File: config.mk
export PLATFORM = sky130hd
export DESIGN_NAME = npc_pc_reg
export DESIGN_NICKNAME = d
export VERILOG_FILES = /design/src/rtl/npc_pc_reg_pkg.sv /design/src/rtl/npc_target.sv /design/src/rtl/npc_pc_reg.sv
export SDC_FILE = /design/constraint.sdc
export NUM_CORES = 1
export LEC_CHECK = 0
export CORE_MARGIN = 3
export CORE_UTILIZATION = 48
export CTS_CLUSTER_SIZE = 40
export DETAILED_ROUTE_END_ITERATION = 16
export GPL_TIMING_DRIVEN = 0
export MAX_ROUTING_LAYER = met4
export PLACE_DENSITY = 0.93
export SETUP_SLACK_MARGIN = 0.3
export SYNTH_ARGS = -nofsm -noshare
export SYNTH_HDL_FRONTEND = slang
export SYNTH_SLANG_ARGS = --single-unit
File: constraint.sdc
create_clock -name clk -period 2.4 [get_ports clk]
set_input_delay 0.48 -clock clk [delete_from_list [all_inputs] [get_ports clk]]
set_output_delay 0.48 -clock clk [all_outputs]
set_load 0.05 [all_outputs]
File: src/rtl/npc_pc_reg_pkg.sv
// Shared definitions for the fetch-stage PC/next-PC block: redirect codes,
// FSM state encoding, reset defaults and the PC increment helper.
package npc_pc_reg_pkg;

  localparam logic [31:0] DEFAULT_RESET_PC = 32'h0000_3000;
  localparam logic [31:0] DEFAULT_IM_BYTES = 32'h0000_1000;
  localparam logic [31:0] PC_STEP          = 32'd4;

  typedef enum logic [1:0] {
    REDIR_NONE = 2'b00,
    REDIR_BR   = 2'b01,
    REDIR_J    = 2'b10,
    REDIR_JR   = 2'b11
  } redir_sel_e;

  typedef enum logic {
    ST_RUN  = 1'b0,
    ST_PEND = 1'b1
  } npc_state_e;

  // Sequential fetch address; wraps modulo 2^32.
  function automatic logic [31:0] pc_plus4(input logic [31:0] addr);
    return addr + PC_STEP;
  endfunction

endpackage

File: src/rtl/npc_target.sv
// Combinational redirect target: branch adder, j/jal region splice, jr/jalr pass-through.
module npc_target
  import npc_pc_reg_pkg::*;
(
  input  logic [1:0]  redir_sel,
  input  logic [31:0] d_pc4,
  input  logic [31:0] yi32,
  input  logic [25:0] j_index,
  input  logic [31:0] jr_target,
  output logic [31:0] tgt,
  output logic        has_tgt
);

  redir_sel_e sel;

  assign sel = redir_sel_e'(redir_sel);

  always_comb begin
    tgt     = '0;
    has_tgt = 1'b1;
    unique case (sel)
      REDIR_BR:   tgt = d_pc4 + yi32;
      // Jump stays inside the 256 MB region of the delay-slot instruction.
      REDIR_J:    tgt = {d_pc4[31:28], j_index, 2'b00};
      REDIR_JR:   tgt = jr_target;
      default:    has_tgt = 1'b0;
    endcase
  end

endmodule

File: src/rtl/npc_pc_reg.sv
// Fetch PC register with stall hold and one-deep redirect buffer (RUN/PEND FSM).
// Optional fetch address check enabled by defining PC_CHECK_EN.
module npc_pc_reg
  import npc_pc_reg_pkg::*;
#(
  parameter logic [31:0] RESET_PC = DEFAULT_RESET_PC,
  parameter logic [31:0] IM_BYTES = DEFAULT_IM_BYTES
) (
  input  logic        clk,
  input  logic        reset,
  input  logic        stall,
  input  logic        redir_vld,
  input  logic [1:0]  redir_sel,
  input  logic [31:0] d_pc4,
  input  logic [31:0] yi32,
  input  logic [25:0] j_index,
  input  logic [31:0] jr_target,
  output logic [31:0] pc,
  output logic [31:0] pc4,
  output logic        pend,
  output logic        adel_f
);

  if (IM_BYTES == 32'd0 || IM_BYTES[1:0] != 2'b00) begin : g_bad_im_bytes
    $error("npc_pc_reg: IM_BYTES must be a non-zero multiple of 4");
  end

  npc_state_e  state, state_nxt;
  logic [31:0] pend_tgt, pend_tgt_nxt;
  logic [31:0] pc_nxt;
  logic [31:0] tgt;
  logic        has_tgt;
  logic        redir;

  npc_target u_target (
    .redir_sel (redir_sel),
    .d_pc4     (d_pc4),
    .yi32      (yi32),
    .j_index   (j_index),
    .jr_target (jr_target),
    .tgt       (tgt),
    .has_tgt   (has_tgt)
  );

  // A pulse carrying code 00 is not a control transfer at all.
  assign redir = redir_vld & has_tgt;

  always_comb begin
    state_nxt    = state;
    pc_nxt       = pc;
    pend_tgt_nxt = pend_tgt;
    unique case (state)
      ST_RUN: begin
        if (!stall) begin
          pc_nxt = redir ? tgt : pc_plus4(pc);
        end else if (redir) begin
          pend_tgt_nxt = tgt;
          state_nxt    = ST_PEND;
        end
      end
      ST_PEND: begin
        if (stall) begin
          if (redir) pend_tgt_nxt = tgt;
        end else begin
          // A fresh redirect on release is younger than the buffered one.
          pc_nxt    = redir ? tgt : pend_tgt;
          state_nxt = ST_RUN;
        end
      end
      default: state_nxt = ST_RUN;
    endcase
  end

  always_ff @(posedge clk or negedge reset) begin
    if (!reset) begin
      state    <= ST_RUN;
      pc       <= RESET_PC;
      pend_tgt <= '0;
    end else begin
      state    <= state_nxt;
      pc       <= pc_nxt;
      pend_tgt <= pend_tgt_nxt;
    end
  end

  assign pc4  = pc_plus4(pc);
  assign pend = (state == ST_PEND);

`ifdef PC_CHECK_EN
  // Offset compare avoids overflow of RESET_PC + IM_BYTES near the top of memory.
  function automatic logic addr_bad(input logic [31:0] addr);
    logic [31:0] ofs;
    ofs = addr - RESET_PC;
    return (addr[1:0] != 2'b00) || (addr < RESET_PC) || (ofs >= IM_BYTES);
  endfunction

  logic adel_q;

  always_ff @(posedge clk or negedge reset) begin
    if (!reset) adel_q <= 1'b0;
    else        adel_q <= addr_bad(pc_nxt);
  end

  assign adel_f = adel_q;
`else
  assign adel_f = 1'b0;
`endif

endmodule
==> flow_metrics.env, run 1 <==
export IMPL_synth_edf_count=0
export IMPL_pin_count=194
export IMPL_die_y_microns=119
export IMPL_htree_levels=3
export IMPL_run_status="did not finish"
export IMPL_dp_cells=1115
export IMPL_routability_congestion=0.997
export IMPL_postSynthRegisterBits=65
export IMPL_synth_ff_type="sky130_fd_sc_hd__dfrtp_1"
export IMPL_cts_num_sinks=65
export IMPL_globalRouteTotalUtil_pct=97.5
export IMPL_mappedNetlistNets=919
export IMPL_postSynthCellCount=758
export IMPL_flow_stopped_at="global routing"
export IMPL_hold_buffer_count_at_cts=0
export IMPL_synth_sequential_area_ratio_pct=26.5
export IMPL_yosysUniqueCellTypes=73
export IMPL_starting_density_pct=50.1
export IMPL_postGrtWorstEndpoint="pc4[26]"
export IMPL_asyncSetResetFlopFracSynth_pct=100
export IMPL_ys_warnings_count=0
export IMPL_globalRouteOverflowTotal=959
export IMPL_detailed_place_hpwl_mm=17.7
export IMPL_fp_row_count=40
export IMPL_netlist_area_sq_um=6150
export IMPL_syn_mean_instance_area_sq_um=8.11
export IMPL_placement_io_buffers=189
export IMPL_flow_first_error="[ERROR GRT-0232] Routing congestion too high. Check the congestion heatmap in the GUI."
export IMPL_grt_max_degree=66
export IMPL_cts_buffers_inserted=9
export IMPL_worst_path_end_type="primary output"
export IMPL_die_x_microns=119
export IMPL_clockRootBuffer="sky130_fd_sc_hd__clkbuf_16"
export IMPL_cts_root_to_sink_buffers=2
==> cell families after synthesis <==
family                   synth area share (%)
AO/OA/AOI/OAI                            26.7
XOR/XNOR                                 7.12
adder cells (fa/ha/maj)                  6.84
buffers and inverters                    4.60
flip-flops                               26.5
multiplexers                             9.67
other                                  0.0610
AND/OR/NAND/NOR                          18.5
==> repair_timing <==
item                       CTS
setup buffers              105
setup endpoints to repair  111
gates resized for setup    591
pin swaps                  126
==> cells in the mapped netlist, drive strengths merged, types with 19 or more instances <==
cell type	count	area (sq um)
o21ai	74	382
xnor2	31	272
dfrtp	63	1580
inv	20	75.1
nand2	81	307
mux2	32	364
nor2	55	206
ha	32	400
a21oi	59	307
xor2	19	166
clkbuf	31	116
nand3	22	110
mux2i	23	230
==> through the flow <==
step | setup slack (ns) | cell area (sq um)
CTS | -0.449 | 11100
detailed placement | -1.19 | 8970
global placement | -1.48 | 8970
floorplan | -0.373 | 6870
==> per-layer routing <==
metal / GRT overflow / track usage, %
met1: 19 / 89.6
met2: 703 / 121
met3: 27 / 72.4
met4: 210 / 106
met5: - / -
==> run 2: changes to the inputs <==
Settings changed: CORE_UTILIZATION 48 to 35, CTS_CLUSTER_SIZE 40 to unset, MAX_ROUTING_LAYER met4 to unset, PLACE_DENSITY 0.93 to unset, PLACE_DENSITY_LB_ADDON set to 0.15, SETUP_SLACK_MARGIN 0.3 to unset.
==> flow_metrics.env, run 2 <==
export IMPL_die_y_microns=139
export IMPL_fin_worst_skew_ns=0.00537
export IMPL_ff_latch_area_sq_um=1660
export IMPL_critical_path_cell_by_cell="buf_6 -> ha_4 -> inv_2 -> fa_2 -> nand2b_4 -> a21oi_4 -> o2111ai_4 -> a2111oi_4 -> buf_4 -> nor2_2 -> a21oi_2 -> xor2_2 -> buf_4 -> a21oi_2 -> nor2_1"
export IMPL_drive_above_1_share_pct=39.8
export IMPL_grt_first_pass_wirelength_mm=36.7
export IMPL_path_depth=15
export IMPL_hold_buffer_count_at_cts=0
export IMPL_syn_mean_instance_area_sq_um=8.11
export IMPL_netlist_area_sq_um=6150
export IMPL_fin_total_pwr_w=0.00663
export IMPL_synth_edf_count=0
export IMPL_placement_io_buffers=189
export IMPL_worst_slew_pin_transition_ns=0.837
export IMPL_detailed_place_hpwl_mm=17.9
export IMPL_reg2reg_to="pc[18]"
export IMPL_drv_max_cap_violation_count=0
export IMPL_detail_routed_via_count_per_cell=5.61
export IMPL_timing_critical_path_required_ns=2.66
export IMPL_timing_rr_start="pc[12]"
export IMPL_cp_num_buf_inv=4
export IMPL_post_cts_clock_slew_at_the_launch_and_capture_registers_of_the_worst_setup_and_hold_paths_ns=0.05
export IMPL_dpl_worst_slack_ns=-1.24
export IMPL_power_report_internal_total_w=0.00374
export IMPL_timing_critical_path_slowest_cell_delay_ns=0.50
export IMPL_drt_pass1_iterations=5
export IMPL_postSynthCellCount=758
export IMPL_most_common_layout_cells="111 x sky130_fd_sc_hd__clkdlybuf4s50_1, 95 x sky130_fd_sc_hd__buf_4, 74 x sky130_fd_sc_hd__nand2_1"
export IMPL_worst_hold_slack_ns=0.244
export IMPL_globalRouteOverflowTotal=0
export IMPL_core_region_area_sq_um=16900
export IMPL_run_status="finished, violations left"
export IMPL_worst_r2r_setup_slack_ns=-0.17
export IMPL_startpoint_type="input port"
export IMPL_post_drt_wl_per_cell_microns=19.4
export IMPL_synth_top_area_cell="sky130_fd_sc_hd__dfrtp_1"
export IMPL_multi_input_area_sq_um=5680
export IMPL_ys_warnings_count=0
export IMPL_postSynthRegisterBits=65
export IMPL_yosys_cell_count_top_type="sky130_fd_sc_hd__nand2_1"
export IMPL_ir_drop_mv=0.518
export IMPL_placedInstanceArea_sq_um=8820
export IMPL_synth_ff_type="sky130_fd_sc_hd__dfrtp_1"
export IMPL_r2r_worst_path_cells=13
export IMPL_globalRouteTotalUtil_pct=23.5
export IMPL_finalCoreUtilization_pct=64.7
export IMPL_routability_congestion=0.921
export IMPL_asyncSetResetFlopFracSynth_pct=100
export IMPL_power_density_relative_to_cell_area_nw_per_um2=607
export IMPL_setup_slack_ns=-0.461
export IMPL_antennaDiodeCount=0
export IMPL_cts_buffers_inserted=9
export IMPL_synth_common_cells="80 x sky130_fd_sc_hd__nand2_1, 68 x sky130_fd_sc_hd__o21ai_0, 63 x sky130_fd_sc_hd__dfrtp_1"
export IMPL_post_route_min_period_ns=2.86
export IMPL_worstHoldPathType="in -> async"
export IMPL_slew_limit_headroom_pct=44.0
export IMPL_cts_root_to_sink_buffers=2
export IMPL_final_common_cell="sky130_fd_sc_hd__clkdlybuf4s50_1"
export IMPL_final_area_sq_um=10900
export IMPL_drc=0
export IMPL_final_max_slew_violation_count=0
export IMPL_power_static_leakage_nw=4.58
export IMPL_tritoncts="built"
export IMPL_fin_crit_sh_pct=119
export IMPL_synth_top_cell_area_share_pct=25.6
export IMPL_power_share_clock_pct=18.8
export IMPL_final_fill_count=1364
export IMPL_cts_num_sinks=65
export IMPL_grt_antenna_before_repair=0
export IMPL_htree_levels=3
export IMPL_critical_path_endpoint_type="flop"
export IMPL_via_count_of_the_first_global_routing_pass=6817
export IMPL_cell_with_the_biggest_individual_delay_on_the_critical_path="sky130_fd_sc_hd__a2111oi_4"
export IMPL_p_sw_share_pct=43.6
export IMPL_grt_max_degree=66
export IMPL_critical_path_peak_fanout=3
export IMPL_mappedNetlistNets=919
export IMPL_num_nets_final=1224
export IMPL_area_delta_synth_final_pct=77.7
export IMPL_power_share_combinational_pct=56.5
export IMPL_design_die_area_sq_um=19200
export IMPL_post_synth_main_area_contributors="sky130_fd_sc_hd__dfrtp_1 26%, sky130_fd_sc_hd__ha_1 6.5%, sky130_fd_sc_hd__mux2_2 5.7%"
export IMPL_setup_violations_final=46
export IMPL_worst_skew_pair_late_latency_ns=0.33
export IMPL_vias=7224
export IMPL_fp_row_count=47
export IMPL_timing_worst_setup_path_type="in -> reg"
export IMPL_violations="negative setup slack"
export IMPL_yosysUniqueCellTypes=73
export IMPL_synth_sequential_area_ratio_pct=26.5
export IMPL_grt_setup_unrepaired="true"
export IMPL_total_switching_power_w=0.00289
export IMPL_antenna_left=0
export IMPL_arrival_ns=3.12
export IMPL_routed_wl_mm=25.0
export IMPL_starting_density_pct=36.4
export IMPL_die_x_microns=139
export IMPL_seq_power_share_pct=24.6
export IMPL_drt_iter0_markers=680
export IMPL_timing_fmax_ghz=0.350
export IMPL_crit_family="compound AO/OA/AOI/OAI gates"
export IMPL_clockRootBuffer="sky130_fd_sc_hd__clkbuf_16"
export IMPL_finalHoldViolCount=0
export IMPL_pin_count=194
[run 2: cell counts after synthesis]
No cell type changed its count.
[run 2: through the flow]
stage | instances | TNS, ns
finish | 1288 | -11.44
global route | 1288 | -15.61
CTS | 1240 | -8.62
detailed placement | 1167 | -60.49
global placement | 1167 | -154.40
floorplan | 758 | -5.22
[run 2: cell families (layout without fill, tap and decap cells)]
group           count (synthesis)  in the layout  share of synthesized area, %
compound gates                251            251                          26.7
xor+xnor                       50             50                          7.12
other cells                     1              1                        0.0610
buf+inv                        67            377                          4.60
flops                          65             65                          26.5
simple gates                  236            236                          18.5
fa+ha+maj                      33             33                          6.84
mux                            55             55                          9.67
[run 2: final cells by class]
| type | instances | share of cell area, % |
|---|---|---|
| clock buffer | 16 | 2.58 |
| multi-input combinational | 626 | 52.0 |
| inverter | 20 | 0.710 |
| timing repair buffer | 302 | 25.3 |
| sequential | 65 | 15.2 |
| tap | 220 | 2.52 |
| buffer | 39 | 1.75 |
[run 2: layer usage]
metal / global-route usage (%) / part of all wire [%] / vias to the layer above
li1: - / - / 3399
met1: 31.8 / 42 / 3467
met2: 40.0 / 49 / 322
met3: 2.83 / 6.9 / 36
met4: 5.72 / 1.8 / 0
met5: 0 / 0 / -
[run 2: worst max path at each step]
stage                     startpoint            to
final                       d_pc4[0]        pc[18]
after global routing        d_pc4[0]  pend_tgt[18]
after CTS                     pc[12]       pc4[26]
after detailed placement    d_pc4[0]        pc[30]
after global placement         reset        pc[19]
after floorplan             d_pc4[0]        pc[26]
[run 2: power groups by stage]
stage / clock, W / sequential, W / combinational, W
finish: 0.00125 / 0.00163 / 0.00375
global route: 0.00129 / 0.00167 / 0.00394
CTS: 0.00125 / 0.00162 / 0.00345
detailed placement: 0 / 0.00165 / 0.00312
global placement: 0 / 0.00164 / 0.00311
floorplan: 0 / 0.00199 / 0.00168
[run 2: timing repair]
| action | CTS | global route |
|---|---|---|
| buffers inserted | 65 | 51 |
| resized for setup | 384 | 127 |
| pin swaps | 92 | 87 |
| setup endpoints to repair | 80 | 71 |
No activity file was read; power rests on OpenSTA's default activity.
==> run 3: changes to the inputs <==
Clock period 2.4 ns to 3 ns, I/O delays scaled along.
==> flow_metrics.env, run 3 (synthesis gave the netlist of run 2 again) <==
export IMPL_die_x_microns=139
export IMPL_final_max_slew_violation_count=0
export IMPL_routed_wl_mm=22.3
export IMPL_fp_row_count=47
export IMPL_final_common_cell="sky130_fd_sc_hd__clkdlybuf4s50_1"
export IMPL_critical_path_peak_fanout=4
export IMPL_arrival_ns=3.21
export IMPL_tritoncts="built"
export IMPL_routability_congestion=0.913
export IMPL_grt_max_degree=66
export IMPL_run_status="finished clean"
export IMPL_antenna_left=0
export IMPL_placement_io_buffers=189
export IMPL_grt_setup_unrepaired="true"
export IMPL_post_cts_clock_slew_at_the_launch_and_capture_registers_of_the_worst_setup_and_hold_paths_ns=0.05
export IMPL_design_die_area_sq_um=19200
export IMPL_drt_iter0_markers=454
export IMPL_most_common_layout_cells="148 x sky130_fd_sc_hd__clkdlybuf4s50_1, 79 x sky130_fd_sc_hd__nand2_1, 60 x sky130_fd_sc_hd__dfrtp_1"
export IMPL_timing_worst_setup_path_type="in -> reg"
export IMPL_grt_first_pass_wirelength_mm=35.4
export IMPL_startpoint_type="input port"
export IMPL_power_static_leakage_nw=3.93
export IMPL_cts_buffers_inserted=9
export IMPL_finalCoreUtilization_pct=55.5
export IMPL_timing_critical_path_required_ns=3.22
export IMPL_final_fill_count=1586
export IMPL_dpl_worst_slack_ns=-0.832
export IMPL_drc=0
export IMPL_final_cells=1210
export IMPL_worst_slew_pin_transition_ns=0.854
export IMPL_power_density_relative_to_cell_area_nw_per_um2=531
export IMPL_ff_latch_area_sq_um=1630
export IMPL_area_delta_synth_final_pct=52.3
export IMPL_detail_routed_via_count_per_cell=5.54
export IMPL_setup_violations_final=0
export IMPL_htree_levels=3
export IMPL_post_route_min_period_ns=2.99
export IMPL_pin_count=194
export IMPL_drive_above_1_share_pct=22.1
export IMPL_die_y_microns=139
export IMPL_critical_path_endpoint_type="flop"
export IMPL_cts_num_sinks=65
export IMPL_ir_drop_mv=0.332
export IMPL_hold_buffer_count_at_cts=0
export IMPL_worst_skew_pair_late_latency_ns=0.33
export IMPL_vias=6702
export IMPL_finalHoldViolCount=0
export IMPL_core_region_area_sq_um=16900
export IMPL_antennaDiodeCount=0
export IMPL_multi_input_area_sq_um=4750
export IMPL_drt_pass1_iterations=6
export IMPL_clockRootBuffer="sky130_fd_sc_hd__clkbuf_16"
export IMPL_globalRouteOverflowTotal=0
export IMPL_worstHoldPathType="in -> async"
export IMPL_fin_crit_sh_pct=99.8
export IMPL_timing_fmax_ghz=0.334
export IMPL_starting_density_pct=36.4
export IMPL_drv_max_cap_violation_count=0
export IMPL_slew_limit_headroom_pct=42.8
export IMPL_num_nets_final=1146
export IMPL_via_count_of_the_first_global_routing_pass=6512
export IMPL_fin_worst_skew_ns=0.00540
export IMPL_post_drt_wl_per_cell_microns=18.5
export IMPL_detailed_place_hpwl_mm=17.5
export IMPL_cts_root_to_sink_buffers=2
export IMPL_dp_cells=1167
export IMPL_setup_slack_ns=0.00511
export IMPL_globalRouteTotalUtil_pct=22.5
export IMPL_grt_antenna_before_repair=0
[run 3: cell types whose count changed in the layout (fill, tap and decap cells not counted), moves of 15 or more]
cell                              change
sky130_fd_sc_hd__buf_4               -58
sky130_fd_sc_hd__clkdlybuf4s50_1     +37
sky130_fd_sc_hd__dfrtp_2             -15
sky130_fd_sc_hd__dfrtp_1             +15
sky130_fd_sc_hd__dlygate4sd2_1       -16
sky130_fd_sc_hd__buf_6               -43
sky130_fd_sc_hd__o21ai_0             +16
[run 3: timing repair]
action                                  in CTS  in global routing
gates resized for setup                    136                 99
hold endpoints to repair                     0                  0
setup buffers                               16                 16
pin swaps                                   22                 39
endpoints found under the setup margin      49                 51
[run 3: where the power goes]
| part | leakage, nW | switching, W | total, W | internal (W) |
|---|---|---|---|---|
| logic | 2.97 | 0.00153 | 0.00253 | 0.00101 |
| clock network | 0.163 | 0.000374 | 0.00117 | 0.000796 |
| registers | 0.791 | 0.000216 | 0.00127 | 0.00105 |
[run 3: stage by stage]
step	hold slack (ns)	setup TNS, ns	total power, W	instance area, sq um
6_report	0.360	0	0.00497	9360
5_1_grt	0.428	-0.459	0.00521	9360
4_1_cts	0.399	-0.0879	0.00488	9000
3_5_place_dp	0.462	-23.20	0.00368	8410
3_3_place_gp	0.455	-83.56	0.00366	8410
2_1_floorplan	0.304	-0.0780	0.00281	6250
[run 3: cell type report]
class / count / share of cell area [%]
clock inverter: 2 / 0.642
sequential: 65 / 17.4
clock buffer: 14 / 2.93
timing repair buffer: 221 / 22.5
buffer: 42 / 2.03
inverter: 20 / 0.802
tap: 220 / 2.94
multi-input combinational: 626 / 50.7
[run 3: path summary, 6_finish.rpt]
| check | startpoint | to | slack, ns | depth (start not counted) |
|---|---|---|---|---|
| max in group asynchronous | reset | pc[5] | 2.02 | 1 |
| min in group clk | pend_tgt[11] | pend_tgt[11] | 0.47 | 2 |
| setup / recovery | d_pc4[18] | pc[30] | 0.005 | 11 |
| setup reg to reg | pc[12] | pc[27] | 0.54 | 10 |
| hold / removal | reset | pend_tgt[8] | 0.36 | 1 |
| hold reg to reg | pend_tgt[11] | pend_tgt[11] | 0.47 | 2 |
[run 3: worst max-delay path: stages]
cell and delay, ns:
sky130_fd_sc_hd__clkdlybuf4s50_1 0.41, sky130_fd_sc_hd__ha_2 0.21, sky130_fd_sc_hd__a21o_1 0.17, sky130_fd_sc_hd__a211o_1 0.29, sky130_fd_sc_hd__or4_4 0.55, sky130_fd_sc_hd__nor3_4 0.25
sky130_fd_sc_hd__buf_4 0.15, sky130_fd_sc_hd__nor3_2 0.04, sky130_fd_sc_hd__a211oi_4 0.25, sky130_fd_sc_hd__nand2_1 0.08, sky130_fd_sc_hd__a22o_1 0.19
[run 3: metal layers]
metal | vias to the layer above | global-route usage [%] | part of all wire (%)
met1 | 3170 | 31.1 | 44
met3 | 35 | 2.94 | 7.1
met2 | 255 | 37.2 | 47
met4 | 0 | 6.34 | 1.7
li1 | 3242 | - | -
met5 | - | 0 | 0
